===== config.mk =====
export PLATFORM = sky130hd
export DESIGN_NAME = sc_mul_rr_sched
export DESIGN_NICKNAME = d
export VERILOG_FILES = /design/src/rtl/sc_sched_pkg.sv /design/src/rtl/SC_Mul_8.sv /design/src/rtl/sc_mul_rr_sched_rr_arbiter.sv /design/src/rtl/sc_mul_rr_sched.sv
export SDC_FILE = /design/constraint.sdc
export NUM_CORES = 1
export LEC_CHECK = 0
export CAP_MARGIN = 40
export CORE_ASPECT_RATIO = 1.75
export CORE_MARGIN = 8
export CORE_UTILIZATION = 50
export CTS_CLUSTER_DIAMETER = 40
export DETAILED_ROUTE_END_ITERATION = 12
export GPL_TIMING_DRIVEN = 0
export PLACE_DENSITY = 0.85
export SYNTH_ARGS = -nofsm -noshare
export SYNTH_HDL_FRONTEND = slang
export SYNTH_SLANG_ARGS = --single-unit

===== constraint.sdc =====
create_clock -name clk -period 4.9 [get_ports clk]
set_input_delay 0.49 -clock clk [delete_from_list [all_inputs] [get_ports clk]]
set_output_delay 0.49 -clock clk [all_outputs]
set_load 0.03 [all_outputs]

===== src/rtl/sc_sched_pkg.sv =====
// Shared definitions for the stochastic-multiplier round-robin scheduler.
//   sched_state_e : scheduler FSM states (IDLE, CALC, RESP)
//   SC_VAL_W      : operand width of the SC_Mul_8 core
//   SC_RES_W      : result width of the SC_Mul_8 core
package sc_sched_pkg;
  localparam int SC_VAL_W = 5;
  localparam int SC_RES_W = 5;

  typedef enum logic [1:0] {
    IDLE = 2'd0,
    CALC = 2'd1,
    RESP = 2'd2
  } sched_state_e;
endpackage


===== src/rtl/SC_Mul_8.sv =====
// Combinational 5-bit stochastic multiplier core (expected-value model).
// The product of the two 5-bit magnitudes is scaled down to the 1..16
// result code: sc_result = floor(in_a * in_b / 64) + 1.
//   in_a, in_b : 5-bit operands
//   sc_result  : 5-bit result code, range 1..16
module SC_Mul_8 (
  input  logic [4:0] in_a,
  input  logic [4:0] in_b,
  output logic [4:0] sc_result
);
  logic [9:0] prod;

  assign prod      = {5'd0, in_a} * {5'd0, in_b};
  assign sc_result = 5'(prod >> 6) + 5'd1;
endmodule


===== src/rtl/sc_mul_rr_sched_rr_arbiter.sv =====
// Combinational round-robin arbiter.
// Search starts one position above rr_ptr and wraps; the first set req bit
// wins. With en low no grant is produced.
//   req    : request vector
//   rr_ptr : index of the most recent winner
//   en     : arbitration enable
//   gnt    : one-hot grant (or zero)
//   gnt_id : binary index of the granted requester (0 when no grant)
module rr_arbiter #(
  parameter int NUM_REQ = 4,
  parameter int ID_W    = $clog2(NUM_REQ)
) (
  input  logic [NUM_REQ-1:0] req,
  input  logic [ID_W-1:0]    rr_ptr,
  input  logic               en,
  output logic [NUM_REQ-1:0] gnt,
  output logic [ID_W-1:0]    gnt_id
);
  logic [ID_W-1:0] idx;
  logic            found;

  always_comb begin
    gnt    = '0;
    gnt_id = '0;
    idx    = '0;
    found  = 1'b0;
    if (en) begin
      // k = NUM_REQ revisits rr_ptr itself, so the last winner is served
      // again only when it is the sole requester.
      for (int k = 1; k <= NUM_REQ; k++) begin
        idx = ID_W'((int'(rr_ptr) + k) % NUM_REQ);
        if (!found && req[idx]) begin
          found    = 1'b1;
          gnt[idx] = 1'b1;
          gnt_id   = idx;
        end
      end
    end
  end
endmodule


===== src/rtl/sc_mul_rr_sched.sv =====
// Round-robin scheduler sharing one SC_Mul_8 core among NUM_REQ requesters.
// One operation in flight: IDLE (arbitrate/accept) -> CALC (operand regs
// drive the core, result registered) -> RESP (hold result until accepted).
//   clk, rst            : clock, synchronous active-high reset
//   req_valid/req_ready : per-requester handshake (ready is one-hot or zero)
//   req_a, req_b        : packed operands, requester i at [i*VAL_W +: VAL_W]
//   rsp_valid/rsp_ready : response handshake
//   rsp_id, rsp_data    : requester tag and core result
//   busy                : high outside IDLE
module sc_mul_rr_sched
  import sc_sched_pkg::*;
#(
  parameter int NUM_REQ = 4,
  parameter int VAL_W   = SC_VAL_W,
  parameter int ID_W    = $clog2(NUM_REQ)
) (
  input  logic                     clk,
  input  logic                     rst,
  input  logic [NUM_REQ-1:0]       req_valid,
  input  logic [NUM_REQ*VAL_W-1:0] req_a,
  input  logic [NUM_REQ*VAL_W-1:0] req_b,
  output logic [NUM_REQ-1:0]       req_ready,
  output logic                     rsp_valid,
  input  logic                     rsp_ready,
  output logic [ID_W-1:0]          rsp_id,
  output logic [SC_RES_W-1:0]      rsp_data,
  output logic                     busy
);
  sched_state_e          state_q, state_d;
  logic [ID_W-1:0]       rr_ptr_q, rr_ptr_d;
  logic [VAL_W-1:0]      a_q, a_d;
  logic [VAL_W-1:0]      b_q, b_d;
  logic [ID_W-1:0]       id_q, id_d;
  logic [SC_RES_W-1:0]   data_q, data_d;

  logic [VAL_W-1:0]      a_lane [NUM_REQ];
  logic [VAL_W-1:0]      b_lane [NUM_REQ];
  logic [NUM_REQ-1:0]    gnt;
  logic [ID_W-1:0]       gnt_id;
  logic                  arb_en;
  logic [SC_RES_W-1:0]   core_res;

  genvar gi;
  generate
    for (gi = 0; gi < NUM_REQ; gi++) begin : g_lane
      assign a_lane[gi] = req_a[gi*VAL_W +: VAL_W];
      assign b_lane[gi] = req_b[gi*VAL_W +: VAL_W];
    end
  endgenerate

  // Enable depends on the state register only, keeping the grant path
  // free of any loop through the next-state logic.
  assign arb_en = (state_q == IDLE);

  rr_arbiter #(
    .NUM_REQ (NUM_REQ),
    .ID_W    (ID_W)
  ) u_arb (
    .req    (req_valid),
    .rr_ptr (rr_ptr_q),
    .en     (arb_en),
    .gnt    (gnt),
    .gnt_id (gnt_id)
  );

  SC_Mul_8 u_core (
    .in_a      (a_q),
    .in_b      (b_q),
    .sc_result (core_res)
  );

  always_comb begin
    state_d  = state_q;
    rr_ptr_d = rr_ptr_q;
    a_d      = a_q;
    b_d      = b_q;
    id_d     = id_q;
    data_d   = data_q;
    case (state_q)
      IDLE: begin
        if (|gnt) begin
          a_d      = a_lane[gnt_id];
          b_d      = b_lane[gnt_id];
          id_d     = gnt_id;
          rr_ptr_d = gnt_id;
          state_d  = CALC;
        end
      end
      CALC: begin
        data_d  = core_res;
        state_d = RESP;
      end
      RESP: begin
        if (rsp_ready) begin
          state_d = IDLE;
        end
      end
      default: state_d = IDLE;
    endcase
  end

  always_ff @(posedge clk) begin
    if (rst) begin
      state_q  <= IDLE;
      rr_ptr_q <= ID_W'(NUM_REQ - 1);
      a_q      <= '0;
      b_q      <= '0;
      id_q     <= '0;
      data_q   <= '0;
    end else begin
      state_q  <= state_d;
      rr_ptr_q <= rr_ptr_d;
      a_q      <= a_d;
      b_q      <= b_d;
      id_q     <= id_d;
      data_q   <= data_d;
    end
  end

  assign req_ready = gnt;
  assign rsp_valid = (state_q == RESP);
  assign rsp_id    = id_q;
  assign rsp_data  = data_q;
  assign busy      = (state_q != IDLE);
endmodule


**Word-level counts from Yosys, hierarchy flattened**

Index checks and enable logic that the tools add are counted.

- Bits in registers: 21
- Bits of input ports: 47
- Output and inout port bits: 13
- Logic and storage cells: 88

- $add $sub $neg: 5
- Multipliers: 1
- $lt $le $gt $ge: 9
- Equality and inequality tests: 4
- Muxes and demuxes: 44
- Bitwise operators: 4
- Reduce and logical (&&, ||, !) cells: 15

Operators with widths:

| kind | count |
|---|---|
| $mux 4 | 8 |
| $bmux 5 s2 | 2 |
| $mux 5 | 4 |
| $mux 1 | 14 |
| $mux 2 | 7 |
| $lt 2x3->1 const B | 4 |
| $or 4x4->4 | 3 |
| $mul 5x5->10 | 1 |
| $bmux 1 s2 | 4 |
| $demux 1 s2 | 4 |
| $ge 2x1->1 const B | 4 |
| $logic_and 1x1->1 | 7 |
| $pmux 2 s3 | 1 |
| $add 4x1->5 const B | 1 |
| $add 2x1->2 const B | 2 |
| $add 2x2->2 const B | 2 |
| $ne 2x1->1 const B | 2 |
| $reduce_and 2->1 | 2 |
| $reduce_or 4->1 | 1 |
| $ge 3x3->1 const B | 1 |
| $logic_not 1->1 | 3 |
| $not 2->3 | 1 |
| $eq 2x1->1 const B | 1 |
| $eq 2x2->1 const B | 1 |
| 2 further kinds | 2 |

**Longest topological paths before layout**

- Depth in word-level cells: 21
- Mapped depth: 15
- Gate-level depth less buffers: 15

**By module**

From an unflattened synthesis, not the netlist that was laid out.

- Cells, all modules: 244
- Area, all modules: 2446.1 sq um

By module, submodules not included:

| module | instances | cells an instance | area an instance (sq um) | seq. area each (sq um) |
|---|---|---|---|---|
| sc_mul_rr_sched | 1 | 100 | 1224.9 | 420.4 |
| SC_Mul_8 | 1 | 97 | 774.5 | 0.0 |
| rr_arbiter | 1 | 47 | 446.7 | 0.0 |

**Least setup slack after synthesis**

Ideal clock, no wire load.

- Path kind: flip-flop to flip-flop
- Start: reg b_q[4]
- End: reg data_q[3] (netlist: rsp_data[3])
- Library setup time: 0.065 ns
- Arrival: 3.639 ns
- Required time: 4.835 ns
- Slack: 1.196 ns
- Stages on the path, launching flop included: 14
- Path buffers: 0
- Clock period less this slack: 3.704 ns
- Path through: dfxtp_1 > nand2_1 > fa_1 > fa_1 > fa_1 > inv_1 > ha_1 > nor3_1 > o21ai_0 > and3_1 > nor4_1 > xnor3_1 > o21a_1 > nor2_1

- Longest elaborated chain between the ends: 2

Ends and longest elaborated chain:

| what | RTL line | RTL |
|---|---|---|
| from (decl) | sc_mul_rr_sched.sv:32 | `logic [VAL_W-1:0] b_q, b_d;` |
| from (signal assigned) | sc_mul_rr_sched.sv:107 | `b_q <= '0;` |
| from (signal assigned) | sc_mul_rr_sched.sv:114 | `b_q <= b_d;` |
| $mul 5x5->10 | SC_Mul_8.sv:13 | `assign prod = {5'd0, in_a} * {5'd0, in_b};` |
| $add 4x1->5 | SC_Mul_8.sv:14 | `assign sc_result = 5'(prod >> 6) + 5'd1;` |
| to (signal assigned) | sc_mul_rr_sched.sv:116 | `data_q <= data_d;` |
| to (decl) | sc_mul_rr_sched.sv:34 | `logic [SC_RES_W-1:0] data_q, data_d;` |

Every way passes these cells.
A chain may end at the register's enable or synchronous reset.

**Final worst setup path**

Same ends and word-level chain as after synthesis.

==> results.md <==
- Cell internal power was estimated by the tool at 0.000851 W.
- The flow ran to the end, and the final reports show no timing, DRC or antenna violations.
- The TritonCTS buffer count is 3.
- The DRC violation count after routing is 0.
- For the worst setup path, the data required time is 5.11 ns.
- Yosys attributes the largest share of cell area to sky130_fd_sc_hd__dfxtp_1 (17%), sky130_fd_sc_hd__ha_1 (12%), sky130_fd_sc_hd__mux2i_1 (9.9%).
- The sequential share of power is 18.3%.
- For this run, asynchronously set or reset flops after synthesis account for 0%.
- The I/O pin count is 60.
- The overall die width is 68.6 um.
- The total number of H-tree levels is 1.
- The number of antenna diodes in the final layout is 0.
- Once the clock tree was built, the resizer swapped 0 gates to a different size.
- The global-route congestion overflow total is 0.
- The category of the critical setup timing path is flop to flop.
- The routed wire length is 6140 um.
- The area taken by multi-input logic gates is 0.00182 mm^2.
- In this run the cell area of the synthesized design comes to 0.00242 mm^2.
- Clock-pin slew was measured on the worst setup and hold paths at 0.08 ns.
- The number of distinct library cell variants in the gate-level netlist after synthesis is 49.
- The longest individual stage delay on the worst path is 0.56 ns.
- The maximum buffer depth of the clock tree is 2.
- The critical path goes through nand2_1 > fa_1 > fa_1 > fa_1 > inv_1 > ha_1 > nor3_1 > o21ai_0 > and3_1 > nor4_1 > xnor3_1 > o21a_1 > nor2_1.
- The share of the synthesized area in the top cell type is 17.4%.
- The gate count of the mapped netlist is 269.
- The clock net sink count is 21.
- The net switching component of the power is 0.000724 W.
- The die is 108 um tall.
- The tool flagged a number of max-cap violations equal to 0.
- Per report_power, the combinational group accounts for 74.5% of the total.
- In the routed layout, each cell is associated on average with a via count of 5.60.
- The slowest stage of the critical path is the sky130_fd_sc_hd__fa_1 cell.
- After the flow finishes, the layout carries non-filler instances totaling 384.
- Counting the fill cells in the layout gives 388.
- For this configuration, the core starts out at a cell density of 51.9%.
- The power per unit of standard cell area is 504 mW/mm^2.
- The number of max-slew violations in the final report is 0.
- The aggregate global-route resource usage is 17.0%.
- The synthesized design contains 0 enable-type register cells.
- The CTS tree is yes.
- Entering global routing, the biggest net connects 13 pins.
- The final number of hold-violating endpoints was 0.
- The critical path capture point type is a flop.
- After routing, the total negative slack on setup checks comes to 0 ns.
- The global placement routability congestion is 0.867.
- The first global-routing pass estimated 10100 um of wire.
- Setup repair after global routing left no endpoint under its margin.
- The highest fanout seen on the critical path is 6.
- The fraction of power spent switching nets is 46.0%.
- The area taken by flip-flops and latches is 420 um^2.
- The number of cells after detailed placement is 380.
- The insertion delay to the later sink of the worst-skew pair is 0.26 ns.
- The proportion of power drawn by the clock network is 7.2%.
- The most used flip-flop cell after synthesis is sky130_fd_sc_hd__dfxtp_1.
- The number of routed nets with antenna violations is 0.
- The Yosys step of the flow raised 0 warnings.
- The post-synth net total is 348.
- The number of global-route vias before repair is 2293.
- The highest attainable clock frequency is 0.250 GHz.
- After legalization and detailed placement, the total HPWL measured 5190 um.
- The share of post-route cells with drive strength above 1 is 12.0%.
- The number of I/O port buffers is 59.
- The final setup violation count is 0.
- The number of search-and-repair iterations in the first detailed-routing pass is 4.
- Dividing the detail-routed wire length by the instance count gives 16.0 um.
- The placement row count is 33.
- The buffer cell driving the clock tree root is sky130_fd_sc_hd__clkbuf_8.
- Summing over every cut layer, the via total after detailed routing is 2152.
- For the worst setup path, the data arrival time is 4.20 ns.
- In this run, synthesis produced a sequential element count of 21.
- The headroom to the max-slew limit is 59.3%.
- For the final database, setup skew stands at 0.00364 ns.
- The transition time at the pin with the least slew margin is 0.595 ns.
- After synthesis, flip-flops and latches occupy 17.4% of the total area.
- The shortest clock period the worst path allows after layout is 3.99 ns.
- Across the VDD grid, the largest voltage drop is 0.000389 V.
- After synthesis, the most frequently instantiated cells are sky130_fd_sc_hd__ha_1 (24), sky130_fd_sc_hd__mux2i_1 (24), sky130_fd_sc_hd__inv_1 (23).
- The die covers 0.00742 mm^2.
- The synthesized design spends more area on one cell type than any other, namely sky130_fd_sc_hd__dfxtp_1.
- The final critical path takes up 81.5% of the cycle.
- The area added between synthesis and finish is 29.0%.
- STA classifies the critical path startpoint as a flop.
- In this run, the number of DRC markers left after iteration 0 of detailed routing was 141.
- The number of antenna violations at the first check in global routing is 0.
- The area of the core is 0.00467 mm^2.
- The synthesized area per cell is 9.00 um^2.
- The cell seen most often among critical-path stages is sky130_fd_sc_hd__fa_1.
- The analysis attributes to cell leakage a power of 1.35 nW.
- After clock tree synthesis, the flow added hold-fix buffers numbering 0.
- The design draws 0.00157 W.
- The worst min-delay path category is flop to flop.
- The number of buffers inserted by post-CTS setup repair is 0.
- The final net count is 412.
## power groups by stage
stage	clock network, W	registers, W	logic [W]
6_report	0.000114	0.000288	0.00117
5_1_grt	0.000122	0.000296	0.00127
4_1_cts	0.000115	0.000287	0.00118
3_5_place_dp	0	0.000289	0.00118
3_3_place_gp	0	0.000288	0.00115
2_1_floorplan	0	0.000299	0.000878
## kinds of logic after synthesis
logic type	Yosys count	synth area share, %
buffers and inverters	37	7.70
adders and majority gates	32	19.0
DFF	21	17.4
and+or+nand+nor	87	19.5
muxes	39	18.3
xor gates and xnor gates	7	3.10
AOI/OAI and AO/OA	46	15.1
## registers in the layout, indices dropped and copies added (netlist names)
name / count
a_q: 5
b_q: 5
rsp_data: 5
rr_ptr_q: 2
rsp_id: 2
state_q: 2
## area by class of cell
cell class              count  share of cell area, %
clock buffers               3                   1.32
repair buffers             59                   18.9
flip-flops and latches     21                   13.5
well taps                  52                   2.08
inverters                  23                   2.76
plain buffers              14                   3.20
clock inverters             1                  0.160
multi-input cells         211                   58.1
## routing by layer
metal,global-route usage (%),wire length [um]
met5,0,0
met4,5.45,112
met1,16.9,2160
met2,33.5,3600
met3,2.17,258
## worst paths after layout
kind | slack, ns | from | end | depth (start not counted)
setup / recovery | 0.91 | b_q[4]$_SDFFE_PP0P_ | rsp_data[3]$_SDFFE_PP0N_ | 13
hold reg to reg | 0.46 | rsp_data[4]$_SDFFE_PP0N_ | rsp_data[4]$_SDFFE_PP0N_ | 2
hold / removal | 0.46 | rsp_data[4]$_SDFFE_PP0N_ | rsp_data[4]$_SDFFE_PP0N_ | 2
setup reg to reg | 0.91 | b_q[4]$_SDFFE_PP0P_ | rsp_data[3]$_SDFFE_PP0N_ | 13
## critical path, delay by kind of cell, from the launching register on
| kind | cells | cell delay [ns] |
|---|---|---|
| adder cells (fa/ha/maj) | 4 | 1.80 |
| AO/OA/AOI/OAI | 2 | 0.33 |
| AND/OR/NAND/NOR | 5 | 0.93 |
| XOR/XNOR | 1 | 0.39 |
| buffers and inverters | 1 | 0.04 |
| flip-flops | 1 | 0.44 |
## through the flow
stage / setup WS, ns / area [um^2] / util (%) / hold slack [ns]
4_1_cts: 0.883 / 3120 / 67.0 / 0.462
2_1_floorplan: 1.20 / 2420 / - / 0.505
6_report: 0.906 / 3120 / 67.0 / 0.456
3_3_place_gp: 0.940 / 3080 / 66.0 / 0.440
3_5_place_dp: 0.909 / 3080 / 66.0 / 0.451
5_1_grt: 0.645 / 3120 / 67.0 / 0.506
## cells in the final DEF (no fill, tap or decap), types with 7 or more instances in the layout
| cell | netlist | routed |
|---|---|---|
| sky130_fd_sc_hd__inv_1 | 23 | 23 |
| sky130_fd_sc_hd__dfxtp_1 | 21 | 21 |
| sky130_fd_sc_hd__nor2_1 | 15 | 15 |
| sky130_fd_sc_hd__clkbuf_1 | 7 | 7 |
| sky130_fd_sc_hd__nand2b_1 | 15 | 15 |
| sky130_fd_sc_hd__clkdlybuf4s50_1 | 0 | 59 |
| sky130_fd_sc_hd__o22ai_2 | 10 | 10 |
| sky130_fd_sc_hd__fa_1 | 8 | 8 |
| sky130_fd_sc_hd__mux2i_1 | 24 | 24 |
| sky130_fd_sc_hd__and2_1 | 11 | 11 |
| sky130_fd_sc_hd__mux2_2 | 12 | 12 |
| sky130_fd_sc_hd__ha_1 | 24 | 24 |
| sky130_fd_sc_hd__a21oi_1 | 14 | 14 |
| sky130_fd_sc_hd__nand2_1 | 22 | 22 |
Note: power is estimated with default switching activity, not from simulation.
==> RTL edit: new RTL, same flow settings <==
`NUM_REQ` is set to 4 in 2 places; all go to 2.
--- a/src/rtl/sc_mul_rr_sched_rr_arbiter.sv
+++ b/src/rtl/sc_mul_rr_sched_rr_arbiter.sv
@@ -7,7 +7,7 @@
 //   gnt    : one-hot grant (or zero)
 //   gnt_id : binary index of the granted requester (0 when no grant)
 module rr_arbiter #(
-  parameter int NUM_REQ = 4,
+  parameter int NUM_REQ = 2,
   parameter int ID_W    = $clog2(NUM_REQ)
 ) (
   input  logic [NUM_REQ-1:0] req,
--- a/src/rtl/sc_mul_rr_sched.sv
+++ b/src/rtl/sc_mul_rr_sched.sv
@@ -10,7 +10,7 @@
 module sc_mul_rr_sched
   import sc_sched_pkg::*;
 #(
-  parameter int NUM_REQ = 4,
+  parameter int NUM_REQ = 2,
   parameter int VAL_W   = SC_VAL_W,
   parameter int ID_W    = $clog2(NUM_REQ)
 ) (
Ports: changed (5 resized); port bits go from 60 to 35. The function was not compared with the original's and may differ.
==> RTL edit against the original RTL <==
- sequential cell count is 2 lower
- final area is 35% lower
- power is 72% lower
- largest power group is now registers
- routed wire length is 41% lower
- setup slack better by 130 ps
- global-route usage is 1.9 points lower
- area after synthesis is 35% lower
- final cell count is 28% lower
- highest routed layer unchanged
==> RTL edit: results (changes against the original RTL) <==
| Metric | Value |
|---|---|
| Number of signal-net buffers in the layout | `41 (-44%)` |
| Final WL | `3.595 mm (-41%)` |
| Seq/Total Area, Yosys | `24.11% (+6.8 points)` |
| Gate power share | `30.8% (-44 points)` |
| List of most frequent post-synthesis cells | `40 x nand2_1, 19 x dfxtp_1, 19 x inv_1` |
| Post-DP HPWL | `3.008 mm (-42%)` |
| Post-Place Cells | `272 (-28%)` |
| Synth Area in XOR/XNOR | `2.776% (-0.32 points)` |
| Mapped Nets | `245 (-30%)` |
| Adder-cell share of the synthesized area | `23.63% (+4.6 points)` |
| DRT iter0 DRCs | `16 (-89%)` |
| Peak VDD IR | `210.7 uV (-46%)` |
| Switch share | `33.64% (-12 points)` |
| Num sequential | `19 (-9.5%)` |
| Signal buf overhead | `18.23% (-3.9 points)` |
| Leak | `0.8912 nW (-34%)` |
| Layout area overhead | `27.91%` |
| DP Worst Slack | `1047 ps (+138.4 ps)` |
| Grt met3 use | `2.996% (+0.82 points)` |
| Grt met2 use | `27.50% (-6.0 points)` |
| Multi-input gates | `149 (-29%)` |
| Sequential portion of the cell area | `18.85% (+5.4 points)` |
| Mux share of post-synthesis cell area | `1.348% (-17 points)` |
| IO Port Bufs | `34 (-42%)` |
| Layout cells sized above 1 | `5.150% (-6.9 points)` |
| Worst EP arrival | `4050 ps (-150 ps)` |
| Internal power | `0.2879 mW (-66%)` |
| Clock-cell share of area | `2.294% (+0.81 points)` |
| Status | `finished clean` |
| # fillers | `248 (-36%)` |
| Invs w/o clock | `20 (-13%)` |
| Compound-Gate Fraction of Synth Area | `17.21% (+2.1 points)` |
| Via Count | `1,434 (-33%)` |
RTL edit: changes by cell type in the layout (fill, tap and decap cells not counted), sizes merged, moves of 10 or more:
| cell | before | now |
|---|---|---|
| clkdlybuf4s50 | 59 | 34 |
| nand2 | 22 | 41 |
| o22ai | 10 | 0 |
| a311oi | 0 | 10 |
| nand2b | 16 | 4 |
| mux2 | 12 | 1 |
| mux2i | 24 | 1 |
RTL edit: final timing paths:
check | cells after the start | end | slack (ps) | start
max | 12 | rsp_data[3]$_SDFFE_PP0N_ | 1040 | b_q[4]$_SDFFE_PP0P_
min | 2 | rsp_data[4]$_SDFFE_PP0N_ | 470 | rsp_data[4]$_SDFFE_PP0N_
max reg2reg | 12 | rsp_data[3]$_SDFFE_PP0N_ | 1040 | b_q[4]$_SDFFE_PP0P_
min reg2reg | 2 | rsp_data[4]$_SDFFE_PP0N_ | 470 | rsp_data[4]$_SDFFE_PP0N_
